[src/rtl/serial_adder_ctrl.sv]
// Sequences one CHUNK-bit adder slice over WIDTH-bit operands, LSB slice first.
// Operands arrive by valid/ready; the WIDTH+1-bit result leaves by valid/ready.
//
// state | meaning
// IDLE  | waiting for an operation (in_ready high)
// RUN   | adding one slice per clock (busy high)
// DONE  | result held on sum_out until out_ready (out_valid high)
module serial_adder_ctrl #(
    parameter int CHUNK      = 3,
    parameter int NUM_CHUNKS = 4,
    localparam int WIDTH     = CHUNK * NUM_CHUNKS
) (
    input  logic             clk,
    input  logic             rst_n,
    input  logic             in_valid,
    output logic             in_ready,
    input  logic [WIDTH-1:0] a_in,
    input  logic [WIDTH-1:0] b_in,
    input  logic             sub,
    output logic             out_valid,
    input  logic             out_ready,
    output logic [WIDTH:0]   sum_out,
    output logic             busy
);
    localparam int IDX_W = (NUM_CHUNKS > 1) ? $clog2(NUM_CHUNKS) : 1;
    localparam logic [IDX_W-1:0] LAST_IDX = IDX_W'(NUM_CHUNKS - 1);

    typedef enum logic [1:0] {IDLE, RUN, DONE} state_t;

    state_t            state, state_nxt;
    logic [WIDTH-1:0]  a_q, b_q;
    logic              carry_q;
    logic [IDX_W-1:0]  idx_q;
    logic [WIDTH:0]    result_q, result_nxt;
    logic              rdy_q;
    logic [CHUNK-1:0]  a_sl, b_sl;
    logic [CHUNK:0]    slice_sum;
    logic              accept;
    logic              last_slice;

    assign accept     = in_valid & rdy_q;
    assign last_slice = (idx_q == LAST_IDX);
    assign a_sl       = a_q[idx_q*CHUNK +: CHUNK];
    assign b_sl       = b_q[idx_q*CHUNK +: CHUNK];
    assign slice_sum  = {1'b0, a_sl} + {1'b0, b_sl} + {{CHUNK{1'b0}}, carry_q};

    assign in_ready  = rdy_q;
    assign busy      = (state == RUN);
    assign out_valid = (state == DONE);
    assign sum_out   = result_q;

    always_comb begin
        state_nxt = state;
        case (state)
            IDLE:    if (accept) state_nxt = RUN;
            RUN:     if (last_slice) state_nxt = DONE;
            DONE:    if (out_ready) state_nxt = IDLE;
            default: state_nxt = IDLE;
        endcase
    end

    // The previous result stays visible until the first slice of the next operation lands.
    always_comb begin
        result_nxt = (idx_q == '0) ? '0 : result_q;
        result_nxt[idx_q*CHUNK +: CHUNK] = slice_sum[CHUNK-1:0];
        if (last_slice) result_nxt[WIDTH] = slice_sum[CHUNK];
    end

    always_ff @(posedge clk or negedge rst_n) begin
        if (!rst_n) begin
            state    <= IDLE;
            rdy_q    <= 1'b0;
            a_q      <= '0;
            b_q      <= '0;
            carry_q  <= 1'b0;
            idx_q    <= '0;
            result_q <= '0;
        end else begin
            state <= state_nxt;
            rdy_q <= (state_nxt == IDLE);
            case (state)
                IDLE: begin
                    if (accept) begin
                        a_q     <= a_in;
                        b_q     <= sub ? ~b_in : b_in;
                        carry_q <= sub;
                        idx_q   <= '0;
                    end
                end
                RUN: begin
                    result_q <= result_nxt;
                    carry_q  <= slice_sum[CHUNK];
                    idx_q    <= last_slice ? '0 : idx_q + IDX_W'(1);
                end
                default: ;
            endcase
        end
    end
endmodule

[config.mk]
export PLATFORM = sky130hd
export DESIGN_NAME = serial_adder_ctrl
export DESIGN_NICKNAME = d
export VERILOG_FILES = /design/src/rtl/serial_adder_ctrl.sv
export SDC_FILE = /design/constraint.sdc
export NUM_CORES = 1
export LEC_CHECK = 0
export ABC_CLOCK_PERIOD_IN_PS = 2400
export BUFFER_PORTS_ARGS = -buffer_cell sky130_fd_sc_hd__clkbuf_2
export CAP_MARGIN = 20
export CELL_PAD_IN_SITES_DETAIL_PLACEMENT = 1
export CELL_PAD_IN_SITES_GLOBAL_PLACEMENT = 2
export CORE_MARGIN = 4
export CORE_UTILIZATION = 30
export CTS_BUF_LIST = sky130_fd_sc_hd__clkbuf_4 sky130_fd_sc_hd__clkbuf_8 sky130_fd_sc_hd__clkbuf_16
export DETAILED_ROUTE_END_ITERATION = 12
export PLACE_DENSITY_LB_ADDON = 0.1
export SETUP_SLACK_MARGIN = 0.1
export SLEW_MARGIN = 20
export SYNTH_ARGS = -nofsm -noshare
export SYNTH_HDL_FRONTEND = slang
export SYNTH_SLANG_ARGS = --single-unit
[constraint.sdc]
create_clock -name clk -period 2.4 [get_ports clk]
set_input_delay 0.24 -clock clk [delete_from_list [all_inputs] [get_ports clk]]
set_output_delay 0.24 -clock clk [all_outputs]
set_load 0.01 [all_outputs]
==> results.md, run 1 <==
### Worst hold path
- Worst Hold Class: in2reg

### Logic synthesis
- synthesized net count: 212
- multiplexer area fraction after synthesis: 14.1%
- post-synthesis cell area: 2180 sq um
- fraction of the mapped netlist area in adder cells: 6.43%
- cells after synthesis: 173
- simple-gate share of the synthesized area: 8.21%
- combinational family with the most area after synthesis: multiplexers
- post-synthesis average cell area: 12.6 sq um
- share of the synthesized area in compound gates (AO/OA/AOI/OAI): 11.6%
- flops & latches, synth: 43
- sequential cell area fraction in the yosys report: 49.4%
- post-synth top area share: 49.4%
- post-synthesis cell type with the largest combined area: sky130_fd_sc_hd__dfrtp_1
- number of unique standard cell types used by synthesis: 38
- xor-xnor portion of the synthesized cell area: 5.22%
- leading cell types by total area after synthesis: sky130_fd_sc_hd__dfrtp_1 49%, sky130_fd_sc_hd__mux2_4 6.9%, sky130_fd_sc_hd__mux4_2 6.2%
- yosys synthesis warning count: 0

### Clock network
- number of sinks driven by the clock tree: 43
- CTS tree: done
- clock tree root driver cell: sky130_fd_sc_hd__clkbuf_8
- Clock transition at path regs: 80 ps
- buffer depth of the longest clock path: 2
- clock network latency to the later pin of the worst-skew pair: 290 ps
- depth of the CTS H-tree: 2
- number of buffers inserted during clock tree synthesis: 5

### STA
- period utilisation layout: 90.7%
- final setup skew: 4.64 ps
- number of slew-limit violations in the final report: 0
- Period minus WS final: 2180 ps
- worst-margin pin slew: 546 ps
- final hold vios: 0
- min setup slack post-route: 224 ps
- max-slew headroom at the worst pin: 63.6%
- setup TNS after final layout: 0 ps
- setup repair after global routing missed its margin: false
- fmax: 460 MHz
- Setup violations, final: 0

### Global route
- global-route wire length before repair: 8460 um
- global-route usage over all layers: 12.5%
- remaining global-route overflow: 0
- maximum number of pins on one net before global-route repair: 33
- antenna violations before repair: 0
- vias in the first global route: 1,733

### Critical path
- CP arrival: 2410 ps
- CP startpoint: idx_q[0]
- crit-path max cell delay: 540 ps
- kind of end point of the critical path: flop
- start of the worst register-to-register path: idx_q[0]
- logic depth of the worst path, buffers included: 6
- Worst setup SP type: flop
- reg-to-reg critical path endpoint: sum_out[1]
- sum of buffers and inverters on the critical path: 2
- worst endpoint required time: 2630 ps
- Critical Path Most Common Cell: sky130_fd_sc_hd__inv_1
- number of cells traversed by the worst register-to-register path: 6
- crit path max fanout: 4
- CP cell instances: mux4_2, fa_2, inv_1, fa_1, inv_1, a22o_1
- reg-to-reg slack, setup: 220 ps
- slowest stage cell, crit path: sky130_fd_sc_hd__mux4_2
- Worst Path Class, Setup: reg2reg
- delay-heaviest family, CP: adder cells
- critical path capture point: sum_out[1]

### Routing
- total routed wirelength: 4880 um
- detail-routed net length per standard cell: 15.4 um
- remaining antenna violation count: 0
- number of detailed-route iterations in the first pass: 4
- DRC violations left: 0
- number of vias in the routed layout: 1,470
- vias per std cell: 4.64
- initial drt markers: 43

### Power and ir drop
- total internal power: 2.27 mW
- maximum ir drop on the vdd rail: 0.428 mV
- P_sw: 1.52 mW
- pwr/cell area: 1460 nW/um^2
- Sw Share: 40.1%
- share of total power in combinational logic: 54.0%
- leakage dissipation: 1.20 nW
- register share of total power: 33.7%
- clock share of power: 12.3%

### Floorplanning
- core region area: 6910 sq um
- Chip Height: 93.2 um
- full die area: 8690 sq um
- initial core utilization: 31.6%
- width of the chip: 93.2 um
- count of boundary I/O pins: 45
- row cnt: 30

### Outcome
- result of the run: finished clean

### Finish
- fraction of layout instances using a drive strength above 1: 36.2%
- diode insertion count for antenna repair: 0
- # nets final: 260
- number of inserted filler cells in the final layout: 782
- area growth from synthesis to layout: 19.2%
- area of combinational cells with multiple inputs: 1000 sq um
- area taken by flip-flops and latches: 1080 sq um

### Place
- HPWL after DPL: 3730 um
- number of input and output port buffers inserted: 44
- Placement Setup Slack: 69.2 ps
- gp weighted congestion: 0.755

### Job
- Max Cap Viol: 0

worst reg2reg max path, delay by kind of cell (launching register included):
family,cells,cell delay (ps)
AOI/OAI and AO/OA,1,120
adders and majority gates,2,850
DFF,1,420
buffers and inverters,2,180
muxes,1,540
through the flow:
step	total power, mW	std cells	cell area, sq um	hold slack, ps	utilization (%)
5_1_grt	4.17	317	2600	160	37.6
3_5_place_dp	3.31	308	2480	262	35.9
2_1_floorplan	2.75	173	2180	-55.6	-
6_report	3.78	317	2600	178	37.6
4_1_cts	3.85	316	2590	165	37.5
3_3_place_gp	3.26	308	2480	264	35.9
worst min path at each step:
stage | start | end | slack [ps] | cells after the start
after floorplan | rst_n | a_q[0] | -60 | 0
after global placement | rst_n | sum_out[9] | 260 | 1
after CTS | a_in[8] | a_q[8] | 160 | 2
after global routing | a_in[9] | a_q[9] | 160 | 2
final | a_in[9] | a_q[9] | 180 | 2
after detailed placement | rst_n | sum_out[9] | 260 | 1
cells by family after synthesis:
| group | Yosys count |
|---|---|
| AO/OA/AOI/OAI | 37 |
| XOR/XNOR | 13 |
| adder cells (fa/ha/maj) | 10 |
| buffers and inverters | 19 |
| flip-flops | 43 |
| multiplexers | 18 |
| AND/OR/NAND/NOR | 33 |
layer usage:
layer | global-route usage [%] | wire, um
met1 | 15.3 | 2150
met2 | 21.7 | 2460
met3 | 3.22 | 199
met4 | 3.30 | 61
met5 | 0 | 0
what timing repair did:
item	CTS	global route
endpoints found under the hold margin	21	0
setup endpoints to repair	6	4
resized for setup	2	1
setup buffers	0	1
hold buffers	1	0
sequential cells by signal, indices dropped and copies added, names as in the netlist:
name      cells
sum_out      13
b_q          12
carry_q       1
idx_q         2
in_ready      1
state         2
a_q          12
cell usage after synthesis:
master,number
sky130_fd_sc_hd__buf_2,4
sky130_fd_sc_hd__nand3_1,2
sky130_fd_sc_hd__and2b_1,1
sky130_fd_sc_hd__a22oi_1,1
sky130_fd_sc_hd__inv_1,8
sky130_fd_sc_hd__buf_6,4
sky130_fd_sc_hd__nor2b_1,1
sky130_fd_sc_hd__and4bb_1,1
sky130_fd_sc_hd__mux2_4,10
sky130_fd_sc_hd__a21oi_1,13
sky130_fd_sc_hd__or3b_1,1
sky130_fd_sc_hd__fa_1,2
sky130_fd_sc_hd__nor3_1,2
sky130_fd_sc_hd__nand2_1,4
sky130_fd_sc_hd__nand3b_1,3
sky130_fd_sc_hd__mux4_2,6
sky130_fd_sc_hd__xnor2_1,12
sky130_fd_sc_hd__clkinv_1,1
sky130_fd_sc_hd__xor2_1,1
sky130_fd_sc_hd__clkbuf_1,1
sky130_fd_sc_hd__a211o_1,1
sky130_fd_sc_hd__or3_1,1
sky130_fd_sc_hd__a22o_1,4
sky130_fd_sc_hd__dfrtp_1,43
sky130_fd_sc_hd__a21o_1,2
sky130_fd_sc_hd__o21bai_1,1
sky130_fd_sc_hd__nor2_1,14
sky130_fd_sc_hd__buf_4,1
sky130_fd_sc_hd__nor4bb_1,1
sky130_fd_sc_hd__o21ai_0,2
sky130_fd_sc_hd__or3b_2,1
sky130_fd_sc_hd__ha_1,8
sky130_fd_sc_hd__o211ai_1,2
sky130_fd_sc_hd__a31oi_1,1
sky130_fd_sc_hd__o31ai_1,4
sky130_fd_sc_hd__nand2b_2,1
sky130_fd_sc_hd__mux2_2,2
sky130_fd_sc_hd__o2bb2ai_1,6
cells in the final DEF, fill, tap and decap left out, types with 3 or more instances in the layout:
master,Yosys,layout
sky130_fd_sc_hd__clkbuf_2,0,44
sky130_fd_sc_hd__dfrtp_1,43,42
sky130_fd_sc_hd__nor2_1,14,14
sky130_fd_sc_hd__a21oi_1,13,13
sky130_fd_sc_hd__xnor2_1,12,12
sky130_fd_sc_hd__mux2_4,10,10
sky130_fd_sc_hd__inv_1,8,8
sky130_fd_sc_hd__ha_1,8,8
sky130_fd_sc_hd__mux4_2,6,6
sky130_fd_sc_hd__o2bb2ai_1,6,6
sky130_fd_sc_hd__clkbuf_8,0,6
sky130_fd_sc_hd__buf_4,1,6
sky130_fd_sc_hd__o31ai_1,4,4
sky130_fd_sc_hd__nand2_1,4,4
sky130_fd_sc_hd__a22o_1,4,4
sky130_fd_sc_hd__nand3b_1,3,3
cell type report:
class                           instances  area share, %
Sequential cell                        43           41.5
Multi-Input combinational cell        111           38.6
Timing Repair Buffer                   51           10.6
Tap cell                               96           4.62
Clock buffer                            6           3.18
Inverter                                9           1.30
Clock inverter                          1          0.193
power groups by stage:
| stage | clock (mW) | combinational [mW] | sequential [mW] |
|---|---|---|---|
| 2_1_floorplan | 0 | 1.50 | 1.25 |
| 5_1_grt | 0.521 | 2.31 | 1.33 |
| 3_3_place_gp | 0 | 1.96 | 1.30 |
| 4_1_cts | 0.491 | 2.06 | 1.29 |
| 6_report | 0.464 | 2.04 | 1.27 |
| 3_5_place_dp | 0 | 2.01 | 1.30 |
Note: power is estimated with default switching activity, not from simulation.
==> inputs of run 2 (changes only) <==
- ABC_CLOCK_PERIOD_IN_PS: 2400 -> 2500
- MAX_ROUTING_LAYER: not set -> met4
- clock period: 2.4 -> 2.5 ns (I/O delays scaled with it)
==> run 2 against run 1 <==
Against the previous run:
- clock power up 9.1%
- hold slack worse by 150 ps
- sequential share of layout area up 0.15 points
- clock skew up 5.5 ps
- fmax down 4.9%
- clock-buffer cell count up 2
- combinational power down 4%
- routed wire length up 2.1%
- non-clock buffer count down 3
- sequential power down 4%
- critical path type unchanged
==> results.md, run 2 (synthesis gave the netlist of run 1 again) <==
### Finish
- number of flip-flops under the largest register name: 13, unchanged
- leading cell type in the layout, fill and taps excluded: sky130_fd_sc_hd__clkbuf_2
- area taken by flip-flops and latches: 1080 sq um, -0.12%
- area growth from synthesis to layout: 18.6%
- diode insertion count for antenna repair: 0, unchanged
- area of combinational cells with multiple inputs: 1000 sq um, -0.25%
- commonest cells after routing, fill and taps aside: 44 x sky130_fd_sc_hd__clkbuf_2, 43 x sky130_fd_sc_hd__dfrtp_1, 14 x sky130_fd_sc_hd__nor2_1
- fraction of layout instances using a drive strength above 1: 35.2%, -1.0 points
- # nets final: 257, -1.2%
- number of inserted filler cells in the final layout: 784, +0.26%
- Layout Cell Area excl Fill: 2580 sq um, -0.48%

### Power and ir drop
- pwr/cell area: 1430 nW/um^2, -2.0%
- maximum ir drop on the vdd rail: 0.541 mV, +26%
- leakage dissipation: 1.20 nW, -0.38%

### STA
- setup TNS after final layout: 0 ps, unchanged
- period utilisation layout: 91.5%, +0.82 points
- min setup slack post-route: 213 ps, -11.2 ps
- final setup skew: 10.2 ps, +5.53 ps
- fmax: 437 MHz, -4.9%
- max-slew headroom at the worst pin: 61.9%, -1.7 points
- number of slew-limit violations in the final report: 0, unchanged
- Setup violations, final: 0, unchanged
- worst-margin pin slew: 571 ps, +25.6 ps
- Period minus WS final: 2290 ps, +111 ps
- final hold vios: 0, unchanged
- setup repair after global routing missed its margin: false

### Critical path
- number of cells traversed by the worst register-to-register path: 6, unchanged
- reg-to-reg slack, setup: 210 ps, about the same
- Worst setup SP type: flop
- slowest stage cell, crit path: sky130_fd_sc_hd__mux4_2
- crit-path max cell delay: 550 ps, about the same
- reg-to-reg critical path endpoint: sum_out[10]
- kind of end point of the critical path: flop
- start of the worst register-to-register path: idx_q[0]
- Worst Path Class, Setup: reg2reg
- CP cell instances: mux4_2, fa_1, inv_1, fa_1, inv_1, a22o_1
- CP arrival: 2530 ps, +120 ps
- worst endpoint required time: 2740 ps, +110 ps
- crit path max fanout: 4, unchanged

### Global route
- global-route wire length before repair: 8470 um, about the same
- global-route usage over all layers: 12.7%, +0.22 points
- antenna violations before repair: 0, unchanged
- maximum number of pins on one net before global-route repair: 44, +33%
- vias in the first global route: 1,673, -3.5%
- remaining global-route overflow: 0, unchanged

### Outcome
- result of the run: finished clean

### Clock network
- Post-CTS Hold Buffers: 0, -1
- number of buffers inserted to repair setup after CTS: 0, unchanged
- number of buffers inserted during clock tree synthesis: 5, unchanged
- CTS tree: done
- depth of the CTS H-tree: 2, unchanged
- post-CTS resize count: 0, -2
- clock network latency to the later pin of the worst-skew pair: 300 ps, about the same
- clock tree root driver cell: sky130_fd_sc_hd__clkbuf_8
- Clock transition at path regs: 80 ps, about the same
- buffer depth of the longest clock path: 2, unchanged
- number of sinks driven by the clock tree: 43, unchanged

### Routing
- remaining antenna violation count: 0, unchanged
- initial drt markers: 30, -30%
- DRC violations left: 0, unchanged
- number of detailed-route iterations in the first pass: 4, unchanged
- vias per std cell: 4.73, +1.9%
- number of vias in the routed layout: 1,489, +1.3%
- detail-routed net length per standard cell: 15.8 um, +2.7%
- total routed wirelength: 4980 um, +2.1%

### Floorplanning
- full die area: 8690 sq um, unchanged
- Chip Height: 93.2 um, unchanged
- initial core utilization: 31.6%, unchanged
- count of boundary I/O pins: 45, unchanged
- row cnt: 30, unchanged
- width of the chip: 93.2 um, unchanged
- core region area: 6910 sq um, unchanged

### Place
- Placement Setup Slack: 163 ps, +93.6 ps
- HPWL after DPL: 3690 um, -0.87%
- number of input and output port buffers inserted: 44, unchanged
- Post-Place Cell Area: 2470 sq um, -0.30%
- gp weighted congestion: 0.779, +3.1%

### Job
- Max Cap Viol: 0, unchanged

### Worst hold path
- Worst Hold Class: in2async

run 2: cell types whose count changed in the layout (fill, tap and decap cells not counted):
cell and change:
sky130_fd_sc_hd__fa_1 +1, sky130_fd_sc_hd__clkbuf_4 +1, sky130_fd_sc_hd__clkbuf_8 +1, sky130_fd_sc_hd__dfrtp_2 -1, sky130_fd_sc_hd__dfrtp_1 +1, sky130_fd_sc_hd__buf_4 -2
sky130_fd_sc_hd__fa_2 -1, sky130_fd_sc_hd__clkinv_2 -1, sky130_fd_sc_hd__dlygate4sd3_1 -1
run 2: worst max-delay path: cells and delay by family (launching register included):
kind            cells  cell delay [ps]
compound gates      1              120
fa+ha+maj           2              910
buf+inv             2              200
flops               1              450
mux                 1              550
run 2: how the worst max path moves through the flow:
stage,from,end,slack (ps)
floorplan,idx_q[0],sum_out[10],190
global placement,idx_q[0],sum_out[2],210
detailed placement,idx_q[0],sum_out[2],160
CTS,idx_q[0],sum_out[2],140
global route,idx_q[0],sum_out[10],100
finish,idx_q[0],sum_out[10],210
run 2: where the power goes:
part / internal, mW / switching, mW / total (mW)
clock network: 0.263 / 0.242 / 0.506
logic: 0.918 / 1.05 / 1.96
registers: 1.01 / 0.204 / 1.22
total: 2.19 / 1.49 / 3.69
run 2: per-stage QoR:
step	std cells	power (mW)	util [%]	hold WS, ps
6_report	315	3.69	37.4	24.1
2_1_floorplan	173	2.64	-	-45.6
4_1_cts	315	3.74	37.3	47.2
5_1_grt	315	4.03	37.4	84.4
3_3_place_gp	307	3.14	35.8	360
3_5_place_dp	307	3.21	35.8	377
run 2: layout make-up:
class	instances	area share, %
multi-input cells	111	38.7
flip-flops and latches	43	41.6
clock buffers	8	4.02
inverters	9	1.31
well taps	96	4.65
repair buffers	48	9.68
run 2: per-layer routing:
metal	part of all wire (%)	up-vias	routed length (um)	global-route usage, %
li1	-	700	-	-
met1	45	747	2250	15.7
met2	49	35	2430	20.8
met3	4.7	7	234	3.14
met4	1.1	0	57	3.30
met5	0	-	0	-
==> inputs of run 3 (changes only) <==
- PLACE_DENSITY: not set -> 0.72
- PLACE_DENSITY_LB_ADDON: 0.1 -> not set
==> run 3 against run 2 <==
Against the previous run:
- routed wire length down 6.3%
- clock-buffer cell count down 3
- fmax up 1.1%
- highest routed layer unchanged
- critical path type unchanged
- global-route usage down 0.68 points
==> results.md, run 3 (synthesis gave the netlist of run 1 again) <==
### Floorplanning
- Chip Height: 93.2 um, unchanged
- full die area: 8690 sq um, unchanged
- count of boundary I/O pins: 45, unchanged
- core region area: 6910 sq um, unchanged
- row cnt: 30, unchanged
- initial core utilization: 31.6%, unchanged
- width of the chip: 93.2 um, unchanged

### Clock network
- Post-CTS Hold Buffers: 0, unchanged
- depth of the CTS H-tree: 2, unchanged
- number of buffers inserted during clock tree synthesis: 5, unchanged
- clock tree root driver cell: sky130_fd_sc_hd__clkbuf_8
- Clock transition at path regs: 80 ps, about the same
- number of sinks driven by the clock tree: 43, unchanged
- clock network latency to the later pin of the worst-skew pair: 290 ps, about the same
- buffer depth of the longest clock path: 2, unchanged
- CTS tree: done

### Finish
- leading cell type in the layout, fill and taps excluded: sky130_fd_sc_hd__clkbuf_2
- # nets final: 258, +0.39%
- commonest cells after routing, fill and taps aside: 44 x sky130_fd_sc_hd__clkbuf_2, 42 x sky130_fd_sc_hd__dfrtp_1, 14 x sky130_fd_sc_hd__nor2_1
- fraction of layout instances using a drive strength above 1: 35.6%, +0.46 points
- area taken by flip-flops and latches: 1080 sq um, +0.12%
- diode insertion count for antenna repair: 0, unchanged
- post-layout utilization of the core: 37.4%, unchanged
- area of combinational cells with multiple inputs: 1000 sq um, unchanged
- area growth from synthesis to layout: 18.6%, unchanged
- number of flip-flops under the largest register name: 13, unchanged
- number of inserted filler cells in the final layout: 785, +0.13%

### Global route
- remaining global-route overflow: 0, unchanged
- global-route usage over all layers: 12.0%, -0.68 points
- vias in the first global route: 1,597, -4.5%
- antenna violations before repair: 0, unchanged
- global-route wire length before repair: 8010 um, -5.4%
- maximum number of pins on one net before global-route repair: 44, unchanged

### Critical path
- crit path max fanout: 4, unchanged
- CP cell instances: mux4_2, fa_1, inv_1, fa_1, inv_1, a22o_1
- slowest stage cell, crit path: sky130_fd_sc_hd__mux4_2
- sum of buffers and inverters on the critical path: 2, unchanged
- kind of end point of the critical path: flop
- Worst Path Class, Setup: reg2reg
- delay-heaviest family, CP: adder cells
- worst endpoint required time: 2730 ps, about the same
- Worst setup SP type: flop
- reg-to-reg slack, setup: 240 ps, +20 ps
- CP arrival: 2490 ps, -40 ps
- crit-path max cell delay: 530 ps, -20 ps

### Routing
- detail-routed net length per standard cell: 14.8 um, -6.3%
- DRC violations left: 0, unchanged
- total routed wirelength: 4660 um, -6.3%
- vias per std cell: 4.63, -2.0%
- number of detailed-route iterations in the first pass: 4, unchanged
- initial drt markers: 37, +23%
- number of vias in the routed layout: 1,459, -2.0%
- remaining antenna violation count: 0, unchanged

### STA
- min setup slack post-route: 237 ps, +23.8 ps
- final setup skew: 8.96 ps, -1.22 ps
- worst-margin pin slew: 547 ps, -23.9 ps
- Setup violations, final: 0, unchanged
- fmax: 442 MHz, +1.1%
- period utilisation layout: 90.5%, -0.95 points
- Period minus WS final: 2260 ps, -23.8 ps
- max-slew headroom at the worst pin: 63.5%, +1.6 points
- setup TNS after final layout: 0 ps, unchanged
- number of slew-limit violations in the final report: 0, unchanged
- final hold vios: 0, unchanged
- setup repair after global routing missed its margin: false

### Job
- Max Cap Viol: 0, unchanged

### Outcome
- result of the run: finished clean

### Place
- HPWL after DPL: 3590 um, -2.8%
- number of input and output port buffers inserted: 44, unchanged
- gp weighted congestion: 0.715, -8.2%
- Placement Setup Slack: 198 ps, +34.8 ps

### Worst hold path
- Worst Hold Class: in2async

### Power and ir drop
- pwr/cell area: 1400 nW/um^2, -1.6%
- leakage dissipation: 1.19 nW, -0.33%
- maximum ir drop on the vdd rail: 0.431 mV, -20%

[run 3: cell count changes in the layout (fill, tap and decap cells not counted), sizes merged]
cell,change
clkinv,+2
clkbuf,-3
buf,+1
[run 3: path summary, 6_finish.rpt]
path	startpoint	cells after the start	end
max	idx_q[0]	6	sum_out[1]
min	rst_n	2	sum_out[10]
max reg2reg	idx_q[0]	6	sum_out[1]
min reg2reg	sum_out[4]	1	sum_out[4]
max in group asynchronous	rst_n	2	idx_q[0]
min in group clk	a_in[11]	2	a_q[11]
[run 3: per-stage QoR]
step                      area [sq um]  std cells  hold slack [ps]  total power, mW
after floorplan                   2180        173            -45.6             2.64
after global placement            2490        308              361             3.14
after detailed placement          2490        308              363             3.21
after CTS                         2580        315             49.0             3.65
after global routing              2580        315             76.5             3.95
final                             2580        315             24.8             3.63
[run 3: what timing repair did]
item,CTS,global route
buffers inserted,0,0
setup endpoints to repair,0,4
gates resized for setup,0,2
[run 3: area by class of cell]
type	count	area share, %
clock buffer	5	2.66
inverter	9	1.31
sequential	43	41.7
tap	96	4.65
multi-input combinational	111	38.7
timing repair buffer	49	10.5
clock inverter	2	0.532
[run 3: metal layers]
| metal | vias to the layer above | wire length [um] | GRT usage [%] |
|---|---|---|---|
| met5 | - | 0 | - |
| met4 | 0 | 63 | 3.66 |
| met3 | 4 | 165 | 2.33 |
| met2 | 33 | 2170 | 18.4 |
| met1 | 719 | 2260 | 16.2 |
| li1 | 703 | - | - |
[run 3: power breakdown]
part / internal (mW) / leakage, nW / switching, mW
clock: 0.191 / 0.0440 / 0.235
combinational: 0.941 / 0.625 / 1.03
sequential: 1.01 / 0.525 / 0.215
total: 2.15 / 1.19 / 1.48
[run 3: worst reg2reg max path, cell delays in order (launching register included)]
cell	delay, ps
sky130_fd_sc_hd__dfrtp_2	420
sky130_fd_sc_hd__mux4_2	530
sky130_fd_sc_hd__fa_1	460
sky130_fd_sc_hd__inv_1	100
sky130_fd_sc_hd__fa_1	460
sky130_fd_sc_hd__inv_1	100
sky130_fd_sc_hd__a22o_1	130
